File: src/rtl/pipe_hazard_ctrl.sv
// Scoreboard-based stall / bubble / flush / forward-select controller for the WISC pipe.
// Performance counters are built only when HAZ_PERF_CNT_EN is defined; otherwise they read 0.

module pipe_hazard_ctrl_chk (
    input  logic clk,
    input  logic rst_n,
    input  logic check_en_i,
    input  logic early_load_fwd_i
);

    // A load result must never be selected for forwarding before it is available.
    a_no_early_load_fwd: assert property (
        @(posedge clk) disable iff (!rst_n) check_en_i |-> !early_load_fwd_i
    );

endmodule

module pipe_hazard_ctrl #(
    parameter int REG_AW     = 4,
    parameter int DEPTH      = 3,
    parameter int LOAD_READY = 2,
    parameter int R0_IS_ZERO = 1,
    parameter int CNT_W      = 16
) (
    input  logic              clk,
    input  logic              rst_n,
    input  logic              id_valid,
    input  logic [REG_AW-1:0] id_src1,
    input  logic [REG_AW-1:0] id_src2,
    input  logic              id_src1_used,
    input  logic              id_src2_used,
    input  logic              id_src_early,
    input  logic [REG_AW-1:0] id_dst,
    input  logic              id_regwrite,
    input  logic              id_memread,
    input  logic              branch_taken,
    input  logic              mem_busy,
    output logic              stall_if_id,
    output logic              bubble_id_ex,
    output logic              flush_if_id,
    output logic [2:0]        fwd_sel1,
    output logic [2:0]        fwd_sel2,
    output logic [CNT_W-1:0]  stall_cnt,
    output logic [CNT_W-1:0]  freeze_cnt,
    output logic [CNT_W-1:0]  flush_cnt
);

    typedef struct packed {
        logic              valid;
        logic              regwrite;
        logic              memread;
        logic              src1_used;
        logic              src2_used;
        logic [REG_AW-1:0] dst;
        logic [REG_AW-1:0] src1;
        logic [REG_AW-1:0] src2;
    } entry_t;

    localparam entry_t ENTRY_NONE = entry_t'({$bits(entry_t){1'b0}});

    function automatic logic is_match(input entry_t e, input logic [REG_AW-1:0] s);
        logic r0_s;
        r0_s = (R0_IS_ZERO != 0) && (s == {REG_AW{1'b0}});
        return e.valid && e.regwrite && (e.dst == s) && !r0_s;
    endfunction

    // Returns {found, index} of the smallest set bit at or above kmin.
    function automatic logic [3:0] youngest(input logic [DEPTH-1:0] v, input int kmin);
        logic [3:0]       r;
        logic [DEPTH-1:0] t;
        r = 4'd0;
        for (int k = DEPTH - 1; k >= 0; k--) begin
            t = v >> k;
            if (t[0] && (k >= kmin)) begin
                r = {1'b1, 3'(k)};
            end else begin
                r = r;
            end
        end
        return r;
    endfunction

    function automatic logic src_stall(input logic used, input logic early,
                                       input logic [3:0] y, input logic [DEPTH-1:0] mr);
        logic [DEPTH-1:0] t;
        int               k;
        logic             r;
        k = int'(y[2:0]);
        t = mr >> y[2:0];
        if (!used || !y[3]) begin
            r = 1'b0;
        end else if (early) begin
            r = (k < DEPTH - 1);
        end else begin
            r = t[0] && (k + 1 < LOAD_READY);
        end
        return r;
    endfunction

    entry_t           entry_q [DEPTH];
    entry_t           entry0_d;
    entry_t           id_entry_s;
    logic             started_q;

    logic [DEPTH-1:0] m_id1_s, m_id2_s, m_ex1_s, m_ex2_s, mr_s;
    logic [3:0]       y_id1_s, y_id2_s, y_ex1_s, y_ex2_s;
    logic             stall_s, flush_s;
    logic [2:0]       fwd1_s, fwd2_s;
    logic             early_load_fwd_s;
    logic [DEPTH-1:0] t_ex1_s, t_ex2_s;

    for (genvar k = 0; k < DEPTH; k++) begin : g_match
        assign m_id1_s[k] = is_match(entry_q[k], id_src1);
        assign m_id2_s[k] = is_match(entry_q[k], id_src2);
        assign m_ex1_s[k] = is_match(entry_q[k], entry_q[0].src1);
        assign m_ex2_s[k] = is_match(entry_q[k], entry_q[0].src2);
        assign mr_s[k]    = entry_q[k].memread;
    end

    assign y_id1_s = youngest(m_id1_s, 0);
    assign y_id2_s = youngest(m_id2_s, 0);
    assign y_ex1_s = youngest(m_ex1_s, 1);
    assign y_ex2_s = youngest(m_ex2_s, 1);

    // Outputs are gated by started_q so they stay quiet through the first cycle out of reset.
    always_comb begin
        stall_s = started_q && id_valid && !mem_busy &&
                  (src_stall(id_src1_used, id_src_early, y_id1_s, mr_s) ||
                   src_stall(id_src2_used, id_src_early, y_id2_s, mr_s));
        flush_s = started_q && branch_taken && !stall_s && !mem_busy;
        if (started_q && entry_q[0].valid && entry_q[0].src1_used && y_ex1_s[3]) begin
            fwd1_s = y_ex1_s[2:0];
        end else begin
            fwd1_s = 3'd0;
        end
        if (started_q && entry_q[0].valid && entry_q[0].src2_used && y_ex2_s[3]) begin
            fwd2_s = y_ex2_s[2:0];
        end else begin
            fwd2_s = 3'd0;
        end
    end

    assign stall_if_id  = stall_s;
    assign bubble_id_ex = stall_s;
    assign flush_if_id  = flush_s;
    assign fwd_sel1     = fwd1_s;
    assign fwd_sel2     = fwd2_s;

    always_comb begin
        id_entry_s           = ENTRY_NONE;
        id_entry_s.valid     = 1'b1;
        id_entry_s.regwrite  = id_regwrite;
        id_entry_s.memread   = id_memread;
        id_entry_s.src1_used = id_src1_used;
        id_entry_s.src2_used = id_src2_used;
        id_entry_s.dst       = id_dst;
        id_entry_s.src1      = id_src1;
        id_entry_s.src2      = id_src2;
        if (mem_busy) begin
            entry0_d = entry_q[0];
        end else if (id_valid && !stall_s) begin
            entry0_d = id_entry_s;
        end else begin
            entry0_d = ENTRY_NONE;
        end
    end

    always_ff @(posedge clk or negedge rst_n) begin
        if (!rst_n) begin
            entry_q[0] <= ENTRY_NONE;
            started_q  <= 1'b0;
        end else begin
            entry_q[0] <= entry0_d;
            started_q  <= 1'b1;
        end
    end

    for (genvar k = 1; k < DEPTH; k++) begin : g_shift
        always_ff @(posedge clk or negedge rst_n) begin
            if (!rst_n) begin
                entry_q[k] <= ENTRY_NONE;
            end else if (mem_busy) begin
                entry_q[k] <= entry_q[k];
            end else begin
                entry_q[k] <= entry_q[k-1];
            end
        end
    end

    // Flags a forward of a load result from a stage where the data is not yet present.
    always_comb begin
        t_ex1_s = mr_s >> y_ex1_s[2:0];
        t_ex2_s = mr_s >> y_ex2_s[2:0];
        early_load_fwd_s =
            ((fwd1_s != 3'd0) && t_ex1_s[0] && (int'(fwd1_s) < LOAD_READY)) ||
            ((fwd2_s != 3'd0) && t_ex2_s[0] && (int'(fwd2_s) < LOAD_READY));
    end

    pipe_hazard_ctrl_chk u_chk (
        .clk              (clk),
        .rst_n            (rst_n),
        .check_en_i       (started_q && !mem_busy),
        .early_load_fwd_i (early_load_fwd_s)
    );

`ifdef HAZ_PERF_CNT_EN
    function automatic logic [CNT_W-1:0] sat_inc(input logic [CNT_W-1:0] c, input logic en);
        logic [CNT_W-1:0] r;
        if (en && (c != {CNT_W{1'b1}})) begin
            r = c + {{(CNT_W-1){1'b0}}, 1'b1};
        end else begin
            r = c;
        end
        return r;
    endfunction

    logic [CNT_W-1:0] stall_cnt_q, stall_cnt_d;
    logic [CNT_W-1:0] freeze_cnt_q, freeze_cnt_d;
    logic [CNT_W-1:0] flush_cnt_q, flush_cnt_d;

    // stall/flush are already low while busy, so those counters hold during a freeze.
    always_comb begin
        stall_cnt_d  = sat_inc(stall_cnt_q, stall_s);
        freeze_cnt_d = sat_inc(freeze_cnt_q, mem_busy);
        flush_cnt_d  = sat_inc(flush_cnt_q, flush_s);
    end

    always_ff @(posedge clk or negedge rst_n) begin
        if (!rst_n) begin
            stall_cnt_q  <= {CNT_W{1'b0}};
            freeze_cnt_q <= {CNT_W{1'b0}};
            flush_cnt_q  <= {CNT_W{1'b0}};
        end else begin
            stall_cnt_q  <= stall_cnt_d;
            freeze_cnt_q <= freeze_cnt_d;
            flush_cnt_q  <= flush_cnt_d;
        end
    end

    assign stall_cnt  = stall_cnt_q;
    assign freeze_cnt = freeze_cnt_q;
    assign flush_cnt  = flush_cnt_q;
`else
    assign stall_cnt  = {CNT_W{1'b0}};
    assign freeze_cnt = {CNT_W{1'b0}};
    assign flush_cnt  = {CNT_W{1'b0}};
`endif

endmodule

File: config.mk
export PLATFORM = sky130hd
export DESIGN_NAME = pipe_hazard_ctrl
export DESIGN_NICKNAME = d
export VERILOG_FILES = /design/src/rtl/pipe_hazard_ctrl.sv
export SDC_FILE = /design/constraint.sdc
export NUM_CORES = 1
export LEC_CHECK = 0
export BUFFER_PORTS_ARGS = -buffer_cell sky130_fd_sc_hd__clkbuf_2
export CAP_MARGIN = 20
export CELL_PAD_IN_SITES_DETAIL_PLACEMENT = 2
export CELL_PAD_IN_SITES_GLOBAL_PLACEMENT = 2
export CORE_AREA = 2 2 99 82
export CTS_BUF_LIST = sky130_fd_sc_hd__clkbuf_2
export DETAILED_ROUTE_END_ITERATION = 16
export DIE_AREA = 0 0 101 84
export PLACE_DENSITY_LB_ADDON = 0.25
export SYNTH_ARGS = -nofsm -noshare
export SYNTH_HDL_FRONTEND = slang
export SYNTH_SLANG_ARGS = --single-unit
File: constraint.sdc
create_clock -name clk -period 2.3 [get_ports clk]
set_input_delay 0.46 -clock clk [delete_from_list [all_inputs] [get_ports clk]]
set_output_delay 0.46 -clock clk [all_outputs]
set_load 0.01 [all_outputs]
======== Word-level counts from Yosys, hierarchy flattened ========
Cells that the tools add are included.
operators by class
  multiplexer cells ....................... 17
  shift-type cells ........................ 2
  $add $sub $neg .......................... 2
  order comparisons ....................... 4
  eq/ne operators ......................... 10
  reduce and logical (&&, ||, !) cells .... 54
operator list
  cell                                                number
  equality test 4 bit                                 10
  2-to-1 mux 4 bit                                    10
  logical AND 1 bit                                   37
  2-to-1 mux 17 bit                                   1
  zero test 4 bit                                     4
  zero test 1 bit                                     10
  adder 3 x 1 -> 4 bit, second input constant         2
  < comparator 4 x 2 -> 1 bit, second input constant  2
  < comparator 3 x 2 -> 1 bit, second input constant  2
  2-to-1 mux 3 bit                                    2
  >> shifter 3 x 3 -> 1 bit                           2
  2-to-1 mux 1 bit                                    4
  logical OR 1 bit                                    3
word-level totals
  logic and storage cells ................. 106
  output and inout bits ................... 57
  input port bits ......................... 22
  register bits ........................... 32

======== Depth between registers and ports, before layout ========
  word-level depth ........................ 16
  depth in mapped cells ................... 7
  gate-level depth less buffers ........... 5

======== Least setup slack after synthesis ========
No wires, ideal clock.
  path kind ............................... input to output
  start ................................... in id_src1[0]
  end ..................................... out stall_if_id
  buffers on the path ..................... 1
  setup slack ............................. 195 ps
  arrival time ............................ 1,645 ps
  data required time ...................... 1,840 ps
  stages .................................. 5
  path through ............................ or4_1 -> o211ai_1 -> o22ai_2 -> and3_1 -> buf_4
between the ends
  longest elaborated chain between the ends .. 13
  elaborated cells between the ends (all ways) .. 25
  those cells by class .................... add/sub: 1; order compare: 2; eq/ne: 3; shift: 1; mux: 5; reduce/logical: 13
RTL lines
  element                                                        line    source
  start: declaration                                             28      input logic [REG_AW-1:0] id_src1,
  equality test 4 bit / zero test 4 bit (equally long branches)  64, 63
  logical AND 1 bit / zero test 1 bit (equally long branches)    64      return e.valid && e.regwrite && (e.dst == s) && !r0_s;
  logical AND 1 bit                                              64
  2-to-1 mux 4 bit (2 in a row)                                  74      if (t[0] && (k >= kmin)) begin
  2-to-1 mux 4 bit (*)                                           74
  adder 3 x 1 -> 4 bit                                           95      r = t[0] && (k + 1 < LOAD_READY);
  < comparator 4 x 2 -> 1 bit                                    95
  logical AND 1 bit                                              95
  2-to-1 mux 1 bit                                               92      end else if (early) begin
  2-to-1 mux 1 bit (*)                                           90      if (!used || !y[3]) begin
  logical OR 1 bit (*)                                           128     (src_stall(id_src1_used, id_src_early, y_id1_s, mr_s) ||
  logical AND 1 bit (*)                                          127     stall_s = started_q && id_valid && !mem_busy &&
  end: declaration                                               38      output logic stall_if_id,
Mark *: on every way between the ends. The rest lies on a longest branch, timed or not.

======== Worst setup path in the final report ========
  start ................................... reg entry_q[28] (netlist name)
  end ..................................... out flush_if_id
between the ends
  longest elaborated chain between the ends .. 15
  elaborated cells between the ends (all ways) .. 33
  those cells by class .................... add/sub: 2; order compare: 4; eq/ne: 2; shift: 2; mux: 8; reduce/logical: 15
RTL lines
  element                             line  source
  start: declaration                  100   entry_t entry_q [DEPTH];
  start signal: indexed assignment    183   entry_q[k] <= entry_q[k];
  start signal: indexed assignment    185   entry_q[k] <= entry_q[k-1];
  equality test 4 bit                 64
  logical AND 1 bit (2 in a row)      64
  2-to-1 mux 4 bit (2 in a row)       74
  adder 3 x 1 -> 4 bit                95
  < comparator 4 x 2 -> 1 bit         95
  logical AND 1 bit                   95
  2-to-1 mux 1 bit                    92
  2-to-1 mux 1 bit                    90
  logical OR 1 bit (*)                128
  logical AND 1 bit (*)               127
  zero test 1 bit (*)                 130   flush_s = started_q && branch_taken && !stall_s && !mem_busy;
  logical AND 1 bit (*) (2 in a row)  130
  end: declaration                    40    output logic flush_if_id,
Marks and branches as above.

==> summary.md <==
| Metric | Value |
|---|---|
| Most frequent cells in the layout | `51 x conb_1, 33 x clkbuf_2, 23 x buf_4` |
| Yosys reg bits | `30` |
| Die Y-Extent | `84 um` |
| Fin crit period | `2380 ps` |
| Initial antenna violation count | `0` |
| Rows | `29` |
| Area growth syn-to-layout | `14.9%` |
| Crit-path max cell delay | `500 ps` |
| Detailed placer's ending HPWL | `4350 um` |
| Starting Density | `0.287` |
| Total track usage | `0.147` |
| DRC viols | `0` |
| Routed wire length per instance | `16.3 um` |
| CTS root buffer | `clkbuf_2` |
| First-pass GRT wire length | `9630 um` |
| Via count | `1729` |
| WL final | `6040 um` |
| Inserted Diodes | `0` |
| RSZ-0062 raised after global routing | `true` |
| P_leak | `1.15 nW` |
| Filler cell count | `877` |
| Worst EP required | `1840 ps` |
| Synth top area share | `0.343` |
| Most used routing layer | `met2` |
| Most common cell after layout, fill and taps aside | `conb_1` |
| Sequential-to-total area share from yosys stat | `0.343` |
| Pwr per Cell Area | `555 nW/um^2` |
| Fin crit share | `1.03` |
| Pins Over Slew Limit | `0` |
| Failing checks | `negative setup slack` |
| Final nets | `299` |
| Top cells by area, synth | `dfrtp_1 34%, buf_4 17%, xor2_1 8.8%` |
| Fin. Hold Viols | `0` |
| Hold Buf Count CTS | `0` |
| Critical path class | `reg -> out` |
| Buffers on Ports | `28` |
| Largest net degree at the start of global routing | `31` |
| Max_cap viols | `0` |
| Skew final | `9.90 ps` |
| Status | `finished, violations left` |
| GP Congestion | `0.795` |
| Crit path DAT | `1920 ps` |
| CP Cell Sequence | `xor2_1 -> nor3_2 -> a32oi_1 -> o22ai_2 -> buf_4 -> a211oi_2 -> buf_2` |
| Grt total ovfl | `0` |
| TritonCTS Sinks | `30` |
| Post-route cell area | `2510 um^2` |
| Post-synth cell types | `30` |
| GR Util met3 | `0.0251` |
| Via-per-instance ratio | `4.67` |
| Syn Inst Count | `233` |
| CORE AREA | `7620 um^2` |
| Share of layout cells above drive strength 1 | `0.390` |
| Yosys top cell by area | `dfrtp_1` |
| First-pass DRT Iterations | `4` |
| Clk slew on worst S/H paths | `150 ps` |
| Worst VDD drop | `137 uV` |
| I/O pin count | `79` |
| Number of global-route vias before repair | `1757` |
| CP endpoint kind | `output pin` |
| Later-pin clock latency in the skew report | `360 ps` |
| Post-synthesis area per instance | `9.39 um^2` |
| Initial DRC Count | `58` |
| Routed Antenna Nets | `0` |
| Pre-CTS setup slack | `36.7 ps` |
| Die Width | `101 um` |
| Worst Tran Pin Value | `794 ps` |
| CTS max path bufs | `2` |
| Syn Std Cell Area | `2190 um^2` |
| Placed instance area | `2240 um^2` |
| Final WS setup | `-77.6 ps` |
| Total CTS buffers | `5` |
| # setup viols final | `5` |
| GRT met2 Usage | `0.230` |
| Startpoint types | `flip-flop` |
| Worst hold-check path type | `in -> async` |
| DIE AREA | `8480 um^2` |
| Slowest stage cell on the critical path | `dfrtp_2` |
| H-tree levels | `2` |
| Yosys warning count | `0` |
| Met1 GRT Util | `0.209` |
| TNS Setup | `-226 ps` |
| CTS tree | `built` |
| Max Freq | `0.421 GHz` |
| Crit path max fanout | `5` |
| Slew margin rel. | `0.470` |
final cells by class:
cell class / count / area, um^2 / share of cell area
Timing Repair Buffer: 53 / 335 / 0.133
Sequential cell: 30 / 764 / 0.304
Clock buffer: 7 / 35.0 / 0.0139
Tap cell: 93 / 116 / 0.0463
Inverter: 2 / 7.51 / 0.00299
Multi-Input combinational cell: 185 / 1250 / 0.499
synth_stat cells, drive strengths merged:
cell,instances
a211oi,1
a21oi,4
a22oi,1
a32oi,18
and2,1
and3,1
and4,2
buf,56
clkbuf,9
clkinv,1
conb,2
dfrtp,30
inv,1
mux2,12
nand2,17
nand3,5
nand4,1
nor2,2
nor2b,1
nor3,16
nor4,2
o211ai,2
o21ai,17
o22ai,1
or4,2
xnor2,6
xor2,22
worst max-delay path, delay by kind of cell, from the launching register on:
kind            cells  cell delay (ps)
compound gates      3              490
buf+inv             2              320
simple gates        1               60
xor+xnor            1              190
flops               1              500
logic make-up (layout without fill, tap and decap cells):
kind of cell	after synthesis	count (layout)	synth area share
xor+xnor	28	28	0.112
simple gates	50	50	0.113
buf+inv	67	62	0.208
mux	12	12	0.0617
other cells	2	51	0.00343
flops	30	30	0.343
compound gates	44	44	0.159
report_power, final:
group | internal (W) | switching, W
clock network | 0.0000792 | 0.000177
logic | 0.000200 | 0.000234
registers | 0.000600 | 0.000105
metrics by stage:
| step | power, W | hold WS [ps] | utilization | cells |
|---|---|---|---|---|
| 2_1_floorplan | 0.000991 | 164 | - | 282 |
| 3_3_place_gp | 0.00104 | 494 | 0.293 | 345 |
| 3_5_place_dp | 0.00105 | 510 | 0.293 | 345 |
| 4_1_cts | 0.00137 | 157 | 0.315 | 363 |
| 5_1_grt | 0.00149 | 175 | 0.330 | 370 |
| 6_report | 0.00140 | 147 | 0.330 | 370 |
path summary, 6_finish.rpt:
path,end,slack [ps],start,cells past startpoint
setup / recovery,flush_if_id,-80,entry_q[28],7
hold / removal,entry_q[10],150,rst_n,1
setup reg to reg,entry_q[40],470,entry_q[45],7
hold reg to reg,entry_q[16],540,entry_q[16],1
max in group asynchronous,started_q,1590,rst_n,1
min in group clk,entry_q[44],320,id_dst[2],3
metal layers:
metal	share of wire	vias up	wire (um)
li1	-	806	-
met1	0.48	870	2880
met2	0.47	47	2860
met3	0.041	6	247
met4	0.0091	0	55
met5	0	-	0
flip-flops by register name, summed over array words and instances, names as in the netlist:
| register | cells |
|---|---|
| started_q | 1 |
| entry_q | 29 |
what timing repair did:
action                                 in CTS  in global routing
endpoints found under the hold margin       0                  0
gates resized for setup                    15                 15
setup buffers                              11                  7
setup endpoints to repair                   6                  7
pin swaps                                  13                  6
Power figures use the tool's default switching activity.
